--- src/rtl/ibex_sram_port_arbiter.sv ---
// Shares one 1-cycle-latency single-port SRAM between the Ibex fetch and data ports.
// Define SRAM_ARB_ROUND_ROBIN_EN for round-robin arbitration instead of fixed data-first priority.
module ibex_sram_port_arbiter #(
  parameter logic [31:0] MemBase   = 32'h0000_0000,
  parameter int unsigned MemDepth  = 16384,
  parameter int unsigned DataWidth = 33,
  parameter int unsigned AddrWidth = $clog2(MemDepth)
) (
  input  logic                 clk_i,
  input  logic                 rst_ni,

  input  logic                 instr_req_i,
  output logic                 instr_gnt_o,
  input  logic [31:0]          instr_addr_i,
  output logic                 instr_rvalid_o,
  output logic [DataWidth-1:0] instr_rdata_o,
  output logic                 instr_err_o,

  input  logic                 data_req_i,
  output logic                 data_gnt_o,
  input  logic                 data_we_i,
  input  logic [3:0]           data_be_i,
  input  logic [31:0]          data_addr_i,
  input  logic [DataWidth-1:0] data_wdata_i,
  output logic                 data_rvalid_o,
  output logic [DataWidth-1:0] data_rdata_o,
  output logic                 data_err_o,

  output logic                 ram_req_o,
  output logic                 ram_we_o,
  output logic [3:0]           ram_be_o,
  output logic [AddrWidth-1:0] ram_addr_o,
  output logic [DataWidth-1:0] ram_wdata_o,
  input  logic [DataWidth-1:0] ram_rdata_i
);

  localparam logic [32:0] MemBytes = 33'(MemDepth) << 2;

  localparam logic [1:0] OwnNone  = 2'd0;
  localparam logic [1:0] OwnInstr = 2'd1;
  localparam logic [1:0] OwnData  = 2'd2;

  logic [1:0]  owner_q, owner_d;
  logic        err_q, err_d;
  logic        active_q;
  logic        en;
  logic [31:0] instr_off, data_off;
  logic        instr_in, data_in;
  logic        pick_data;
  logic        gnt_instr, gnt_data;
  logic [DataWidth-1:0] wdata_tagged;

  // Grants stay low during reset and for the first cycle after release.
  assign en = rst_ni & active_q;

  assign instr_off = instr_addr_i - MemBase;
  assign data_off  = data_addr_i - MemBase;
  assign instr_in  = {1'b0, instr_off} < MemBytes;
  assign data_in   = {1'b0, data_off} < MemBytes;

`ifdef SRAM_ARB_ROUND_ROBIN_EN
  logic contended;
  logic last_data_q;  // 1: data won the most recent contended cycle

  assign contended = instr_req_i & data_req_i;
  assign pick_data = contended ? ~last_data_q : data_req_i;

  always_ff @(posedge clk_i) begin
    if (!rst_ni) begin
      last_data_q <= 1'b0;
    end else if (en && contended) begin
      last_data_q <= pick_data;
    end
  end
`else
  assign pick_data = data_req_i;
`endif

  assign gnt_data  = en & data_req_i & pick_data;
  assign gnt_instr = en & instr_req_i & ~pick_data;

  assign instr_gnt_o = gnt_instr;
  assign data_gnt_o  = gnt_data;

  always_comb begin
    wdata_tagged = data_wdata_i;
    // Partial writes cannot carry a valid capability, so the tag is dropped.
    if (data_be_i != 4'hF) begin
      wdata_tagged[DataWidth-1] = 1'b0;
    end
  end

  always_comb begin
    ram_req_o   = (gnt_data & data_in) | (gnt_instr & instr_in);
    ram_we_o    = gnt_data & data_in & data_we_i;
    ram_be_o    = 4'hF;
    ram_wdata_o = '0;
    ram_addr_o  = data_off[AddrWidth+1:2];
    if (gnt_instr) begin
      ram_addr_o = instr_off[AddrWidth+1:2];
    end else if (gnt_data) begin
      ram_be_o    = data_be_i;
      ram_wdata_o = wdata_tagged;
    end
  end

  always_comb begin
    owner_d = OwnNone;
    err_d   = 1'b0;
    if (gnt_data) begin
      owner_d = OwnData;
      err_d   = ~data_in;
    end else if (gnt_instr) begin
      owner_d = OwnInstr;
      err_d   = ~instr_in;
    end
  end

  always_ff @(posedge clk_i) begin
    if (!rst_ni) begin
      active_q <= 1'b0;
      owner_q  <= OwnNone;
      err_q    <= 1'b0;
    end else begin
      active_q <= 1'b1;
      owner_q  <= owner_d;
      err_q    <= err_d;
    end
  end

  // Gating with rst_ni drops a pending response as soon as reset is asserted.
  assign instr_rvalid_o = rst_ni & (owner_q == OwnInstr);
  assign data_rvalid_o  = rst_ni & (owner_q == OwnData);
  assign instr_err_o    = instr_rvalid_o & err_q;
  assign data_err_o     = data_rvalid_o & err_q;
  assign instr_rdata_o  = (instr_rvalid_o & ~err_q) ? ram_rdata_i : '0;
  assign data_rdata_o   = (data_rvalid_o & ~err_q) ? ram_rdata_i : '0;

endmodule

--- config.mk ---
export PLATFORM = sky130hd
export DESIGN_NAME = ibex_sram_port_arbiter
export DESIGN_NICKNAME = d
export VERILOG_FILES = /design/src/rtl/ibex_sram_port_arbiter.sv
export SDC_FILE = /design/constraint.sdc
export NUM_CORES = 1
export LEC_CHECK = 0
export CAP_MARGIN = 20
export CORE_AREA = 8 8 96 98
export CTS_CLUSTER_DIAMETER = 150
export DETAILED_ROUTE_END_ITERATION = 6
export DIE_AREA = 0 0 104 106
export DONT_BUFFER_PORTS = 1
export HOLD_SLACK_MARGIN = 0.03
export SLEW_MARGIN = 20
export SYNTH_ARGS = -nofsm -noshare
export SYNTH_HDL_FRONTEND = slang
export SYNTH_SLANG_ARGS = --single-unit
--- constraint.sdc ---
create_clock -name clk_i -period 3.2 [get_ports clk_i]
set_input_delay 0.64 -clock clk_i [delete_from_list [all_inputs] [get_ports clk_i]]
set_output_delay 0.64 -clock clk_i [all_outputs]
set_load 0.02 [all_outputs]
# Word-level counts from Yosys, hierarchy flattened
# Index checks and enable logic that the tools add are counted.
# totals
input_bits	139
word_cells	43
register_bits	4
out_inout_bits	125
# op_classes
n_eq_ne	3
reduce_logical	1
muxes	13
n_bitwise	20
n_lt_le_gt_ge	2
# op_table
op	n
33-bit two-way mux	4
32-bit by 17-bit < comparator with 1-bit output (second input constant)	2
1-bit bitwise AND	14
14-bit two-way mux	1
4-bit two-way mux	2
1-bit two-way mux	5
1-bit NOT	5
4-bit inequality test (second input constant)	1
2-bit by 1-bit == test with 1-bit output (second input constant)	1
2-bit == test (second input constant)	1
2-bit two-way mux	1
2-bit OR reduction	1
1-bit OR	1

# Logic depth before layout (Yosys ltp)
# Gate-level depths: netlist of the first run.
# depth
depth_word	5
depth_mapped	5
ltp_nobuf	4

# Worst setup path before layout of the first run
# No wires, ideal clock.
# synth_timing
path_kind	in2out
from	input data_addr_i[28]
to	output ram_we_o
required_time_ps	2560
setup_slack_ps	1034
stages	3
arrival_time_ps	1526
n_path_buf	0
path_cell_list	nor4_1 > nand4_1 > nor3_1
# synth_between
elab_chain_cells	3
# synth_rtl
element	line_no	source
start, declared	23	input logic [31:0] data_addr_i,
32-bit by 17-bit < comparator with 1-bit output	59	assign data_in = {1'b0, data_off} < MemBytes;
1-bit bitwise AND (2 in a row)	95	ram_we_o = gnt_data & data_in & data_we_i;
end, declared	30	output logic ram_we_o,
# Every way passes these cells.

# Worst setup path in the final report of the first run
# layout_timing
from	input data_req_i
to	output ram_addr_o[11]
# layout_between
elab_chain_cells	3
# layout_rtl
element	line_no	source
start, declared	19	input logic data_req_i,
1-bit NOT	80	assign gnt_instr = en & instr_req_i & ~pick_data;
1-bit bitwise AND	80	
via instr_gnt_o	13	output logic instr_gnt_o,
14-bit two-way mux	99	if (gnt_instr) begin
end, declared	32	output logic [AddrWidth-1:0] ram_addr_o,
# The timed path passes the listed nets, and every way through them passes these cells.

==> results of run 1 <==
## per-stage QoR
stage	worst slack, ns	hold slack, ns
4_1_cts	0.7232	0.4498
5_1_grt	0.6268	0.4401
6_report	0.7297	0.4530
3_5_place_dp	0.7256	0.5771
3_3_place_gp	0.8236	0.5683
2_1_floorplan	1.034	0.4999
## sequential cells by signal (all words and copies together) (netlist names)
signal,cells
owner_q,2
active_q,1
err_q,1
## cells in the final DEF (no fill, tap or decap), types with 2 or more instances in the layout
cell        n
clkbuf_8    3
dfxtp_1     4
inv_2       2
nand2b_1    3
inv_1       4
buf_4       2
nor3_1      2
nor4_1      8
nand2_1    44
nand4_1     3
and2_1    100
## routing by layer
| layer | up-vias | track usage (%) | share of wire (%) |
|---|---|---|---|
| met5 | - | 0 | 0.22 |
| li1 | 578 | - | - |
| met3 | 6 | 8.106 | 18 |
| met1 | 556 | 7.807 | 31 |
| met4 | 2 | 1.138 | 0.58 |
| met2 | 158 | 16.45 | 50 |
## kinds of logic after synthesis
logic type / count (synthesis) / share of synthesized area, %
buffers and inverters: 18 / 9.367
DFF: 4 / 6.972
and+or+nand+nor: 166 / 82.35
AOI/OAI and AO/OA: 2 / 1.308
## critical path, stage by stage
cell,delay (ns)
nand4b_2,0.45
inv_2,0.43
nand2_1,0.12
nand2_1,0.19
## power groups by stage
stage	combinational, mW	sequential, mW	clock [mW]
floorplan	0.0913	0.0546	0
global placement	0.0985	0.0550	0
detailed placement	0.0991	0.0553	0
CTS	0.0993	0.0546	0.106
global route	0.104	0.0549	0.113
finish	0.0977	0.0546	0.105
## layout make-up
class / count / share of cell area [%]
Timing Repair Buffer: 2 / 1.198
Antenna cell: 1 / 0.1996
Clock buffer: 3 / 3.293
Sequential cell: 4 / 6.387
Inverter: 6 / 1.796
Tap cell: 105 / 10.48
Multi-Input combinational cell: 168 / 76.65
## worst max path at each step
stage / from / endpoint / slack (ns) / cells after the start
3_5_place_dp: data_req_i / ram_addr_o[11] / 0.73 / 4
5_1_grt: data_req_i / ram_addr_o[7] / 0.63 / 4
4_1_cts: data_req_i / ram_addr_o[11] / 0.72 / 4
6_report: data_req_i / ram_addr_o[11] / 0.73 / 4
3_3_place_gp: data_addr_i[28] / ram_we_o / 0.82 / 3
2_1_floorplan: data_addr_i[28] / ram_we_o / 1.03 / 3
==> results.py, run 1 <==
metrics = {
    "sta": {
        "fin_skew_ns": 0.003270,
        "hold_violations": 0,
        "slew_violations": 0,
        "clock.fmax_ghz": 0.4048,
        "rsz0062_at_grt": "no",
        "period_needed_ns": 2.470,
        "slew_headroom_pct": 49.27,
        "setup_viol": 0,
        "fin_crit_sh_pct": 77.20,
        "worstMarginPinSlew_ns": 0.7551,
        "finalSetupTns_ns": 0,
    },
    "clocking": {
        "cts_max_path_buffers": 2,
        "post-cts-setup-buffer-count": 0,
        "clkLatencyLatePin_ns": 0.21,
        "cts_buffers": 3,
        "cts_tree": "done",
        "cts_resized": 0,
        "clockRootBuffer": "clkbuf_8",
        "postCtsHoldBufs": 0,
        "htree_levels": 1,
        "cts.sinks": 4,
        "clkSlewWorstSetupHoldPaths_ns": 0.03,
    },
    "layout": {
        "multi_input_area_um2": 960.9,
        "post-route-util_pct": 15.98,
        "fin_cells": 289,
        "nNetsFinal": 324,
        "area_growth_pct": 9.150,
        "final_area_mm2": 0.001254,
        "n_fill_cell": 884,
        "final_layout_size_suffix_gt1_share_pct": 6.011,
        "ff_latch_area_um2": 80.08,
    },
    "power_and_ir_drop": {
        "leakagePower_nw": 0.5685,
        "p_seq_share_pct": 21.2,
        "irDropWorstVdd_uv": 87.57,
        "switchingPower_uw": 102.4,
        "swShare_pct": 39.89,
        "p_per_area_mw_per_mm2": 204.8,
        "power_uw": 256.8,
        "clockPowerShare_pct": 40.7,
        "pwr-share-comb_pct": 38.0,
        "internal_power_uw": 154.4,
    },
    "worst_setup_path": {
        "cp_max_fo": 17,
        "r2r_end": "err_q",
        "r2r_start": "active_q",
        "critical_path_required_ns": 2.56,
        "criticalPathCategory": "in2out",
        "crit_path_end_kind": "primary output",
        "worstPathArrival_ns": 1.83,
        "startpoint_type": "primary input",
        "regToRegSetupSlack_ns": 1.78,
        "rr_worst_depth": 3,
    },
    "detailed_routing": {
        "routed_wirelength_mm": 5.908,
        "wl_per_cell_um": 20.44,
        "drt-initial-drc-count": 132,
        "dr.pass1.iters": 4,
        "vias": 1300,
        "vias_per_cell": 4.498,
        "drcViolationCount": 0,
        "antenna_left": 0,
    },
    "worst_hold_path": {
        "holdPathStages": 0,
        "min_to": "active_q",
        "hold_start": "rst_ni",
        "hold_class": "in2reg",
    },
    "outcome": {
        "status": "complete, no violations",
    },
    "floorplanning": {
        "fp.coreArea_mm2": 0.007845,
        "fp.dieW_um": 104,
        "die_height_um": 106,
        "dieArea_mm2": 0.01102,
        "initial_core_util_pct": 14.64,
        "rows": 33,
        "io_pins": 264,
    },
    "yosys": {
        "synthTopCellsByArea": "and2_1 (54%), nand2_1 (14%), dfxtp_1 (7.0%)",
        "yosysSeqAreaShare_pct": 6.972,
        "yosysWarnings": 0,
        "syn_nets": 329,
        "synth.most_common_cell": "and2_1",
        "yosysTopAreaCellShare_pct": 54.47,
        "netlist_area_mm2": 0.001149,
        "synth_area_per_cell_um2": 6.045,
        "ys_top_cells_by_count": "and2_1 (100), nand2_1 (44), nor4_1 (8)",
        "synth_ff_type": "dfxtp_1",
        "yosysUniqueCellTypes": 21,
        "ys_seq_elements": 4,
        "post-synth-top-area-cell": "and2_1",
        "syn_inst": 190,
        "async_flop_share_pct": 0,
        "synth_edf_count": 0,
    },
    "place": {
        "place_inst": 285,
        "placedInstanceArea_mm2": 0.001210,
        "gp_congestion": 0.7532,
        "dp_hpwl_mm": 5.501,
        "portBuffers": 0,
    },
    "grt": {
        "antenna_found_initial": 2,
        "grt_max_degree": 39,
        "grt_usage_pct": 9.230,
        "grt_pass1_wl_mm": 8.562,
        "first_global_vias": 1411,
        "grt_overflow": 0,
    },
    "flow_run": {
        "cap_viol_max_count": 0,
    },
}
(Power assumes the default switching activity.)
==> run 2, diff against run 1 <==
- clock period: 3.2 -> 2.1 ns (I/O delays scaled with it)
==> results.py, run 2 (synthesis gave the netlist of run 1 again) <==
metrics = {
    "clocking": {
        "cts_resized": 0,
        "htree_levels": 1,
        "clkSlewWorstSetupHoldPaths_ns": 0.03,
        "cts.sinks": 4,
        "cts_max_path_buffers": 2,
        "cts_tree": "done",
        "clockRootBuffer": "clkbuf_8",
        "clkLatencyLatePin_ns": 0.22,
        "post-cts-setup-buffer-count": 0,
        "postCtsHoldBufs": 0,
        "cts_buffers": 3,
    },
    "sta": {
        "finalSetupTns_ns": 0,
        "period_needed_ns": 1.825,
        "slew_headroom_pct": 70.02,
        "fin_crit_sh_pct": 86.92,
        "fin_skew_ns": 0.003901,
        "clock.fmax_ghz": 0.5478,
        "hold_violations": 0,
        "setup_viol": 0,
        "worstMarginPinSlew_ns": 0.4490,
        "whs_ns": 0.2279,
        "rsz0062_at_grt": "no",
        "slew_violations": 0,
    },
    "power_and_ir_drop": {
        "leakagePower_nw": 0.6095,
        "p_per_area_mw_per_mm2": 302.3,
        "irDropWorstVdd_uv": 133.0,
    },
    "worst_setup_path": {
        "cpMaxStageDelayCell": "dfxtp_1",
        "critical_path_required_ns": 1.68,
        "r2r_end": "err_q",
        "startpoint_type": "flop",
        "r2r_start": "active_q",
        "rr_worst_depth": 3,
        "crit_path_end_kind": "primary output",
        "crit_chain": "and3b_1 > and2b_4 > and2_1",
        "criticalPathCategory": "reg2out",
        "critPathMaxStageDelay_ns": 0.35,
        "worstPathArrival_ns": 1.41,
        "regToRegSetupSlack_ns": 1.01,
        "cp_max_fo": 33,
    },
    "layout": {
        "top_regs": "owner_q: 2 flops, active_q: 1 flops, err_q: 1 flops",
        "post-route-util_pct": 16.81,
        "top_register": "owner_q",
        "largest_reg_flops": 2,
        "final_layout_size_suffix_gt1_share_pct": 9.948,
        "layout_common_cells": "and2_1 (100), nand2_1 (44), buf_4 (10), nor4_1 (8)",
        "multi_input_area_um2": 960.9,
        "area_growth_pct": 14.81,
        "n_fill_cell": 884,
        "ff_latch_area_um2": 80.08,
        "nNetsFinal": 332,
        "final_common_cell": "and2_1",
    },
    "detailed_routing": {
        "wl_per_cell_um": 20.16,
        "dr.pass1.iters": 6,
        "routed_wirelength_mm": 6.027,
        "vias": 1322,
        "drcViolationCount": 0,
        "drt-initial-drc-count": 107,
        "vias_per_cell": 4.421,
        "antenna_left": 0,
    },
    "floorplanning": {
        "io_pins": 264,
        "die_height_um": 106,
        "rows": 33,
        "initial_core_util_pct": 14.64,
        "fp.coreArea_mm2": 0.007845,
        "dieArea_mm2": 0.01102,
        "fp.dieW_um": 104,
    },
    "grt": {
        "first_global_vias": 1418,
        "antenna_found_initial": 4,
        "grt_overflow": 0,
        "grt_usage_pct": 9.243,
        "grt_pass1_wl_mm": 8.604,
        "grt_max_degree": 39,
    },
    "worst_hold_path": {
        "holdPathStages": 0,
        "hold_class": "in2reg",
        "min_to": "active_q",
        "hold_start": "rst_ni",
    },
    "place": {
        "gp_congestion": 0.7504,
        "dp_hpwl_mm": 5.508,
        "portBuffers": 0,
    },
    "outcome": {
        "status": "complete, no violations",
    },
    "flow_run": {
        "cap_viol_max_count": 0,
    },
}
-- run 2: worst max path at each step --
stage                               start                end  depth (start not counted)
final                          owner_q[0]  instr_rdata_o[22]                          3
after CTS                      owner_q[0]  instr_rdata_o[22]                          3
after floorplan           data_addr_i[28]           ram_we_o                          3
after detailed placement  data_addr_i[28]           ram_we_o                          4
after global routing           owner_q[0]  instr_rdata_o[29]                          3
after global placement    data_addr_i[28]          ram_req_o                          4
-- run 2: worst max-delay path, delay by kind of cell (launching register included) --
family	cells	cell delay, ns
flops	1	0.35
simple gates	3	0.83
-- run 2: area by class of cell --
class | instances | area share, %
multi-input combinational | 168 | 72.87
tap | 105 | 9.962
sequential | 4 | 6.072
timing repair buffer | 10 | 5.693
clock buffer | 3 | 3.131
inverter | 6 | 1.708
antenna | 3 | 0.5693
-- run 2: layer usage --
metal | track usage [%] | routed length [um] | up-vias
met4 | 1.138 | 35 | 2
met1 | 7.913 | 1929 | 574
li1 | - | - | 593
met2 | 16.50 | 2985 | 147
met3 | 7.925 | 1063 | 6
met5 | 0 | 13 | -
-- run 2: power breakdown --
part	total, mW	switching (mW)	internal, mW
sequential	0.0830	0.00293	0.0801
clock	0.162	0.0395	0.122
combinational	0.154	0.117	0.0372
-- run 2: through the flow --
stage,power (mW),instances,cell area [um2],worst slack [ns]
finish,0.3987,299,1319,0.2746
global route,0.4179,299,1319,0.1816
CTS,0.4038,296,1311,0.2605
detailed placement,0.2405,293,1270,0.3829
global placement,0.2389,293,1270,0.4070
floorplan,0.2223,190,1149,0.3742
==> run 3, diff against run 2 <==
- SLEW_MARGIN: 20 -> unset
==> results of run 3 <==
No change in the layout: final DEF, timing and power equal those of run 2.
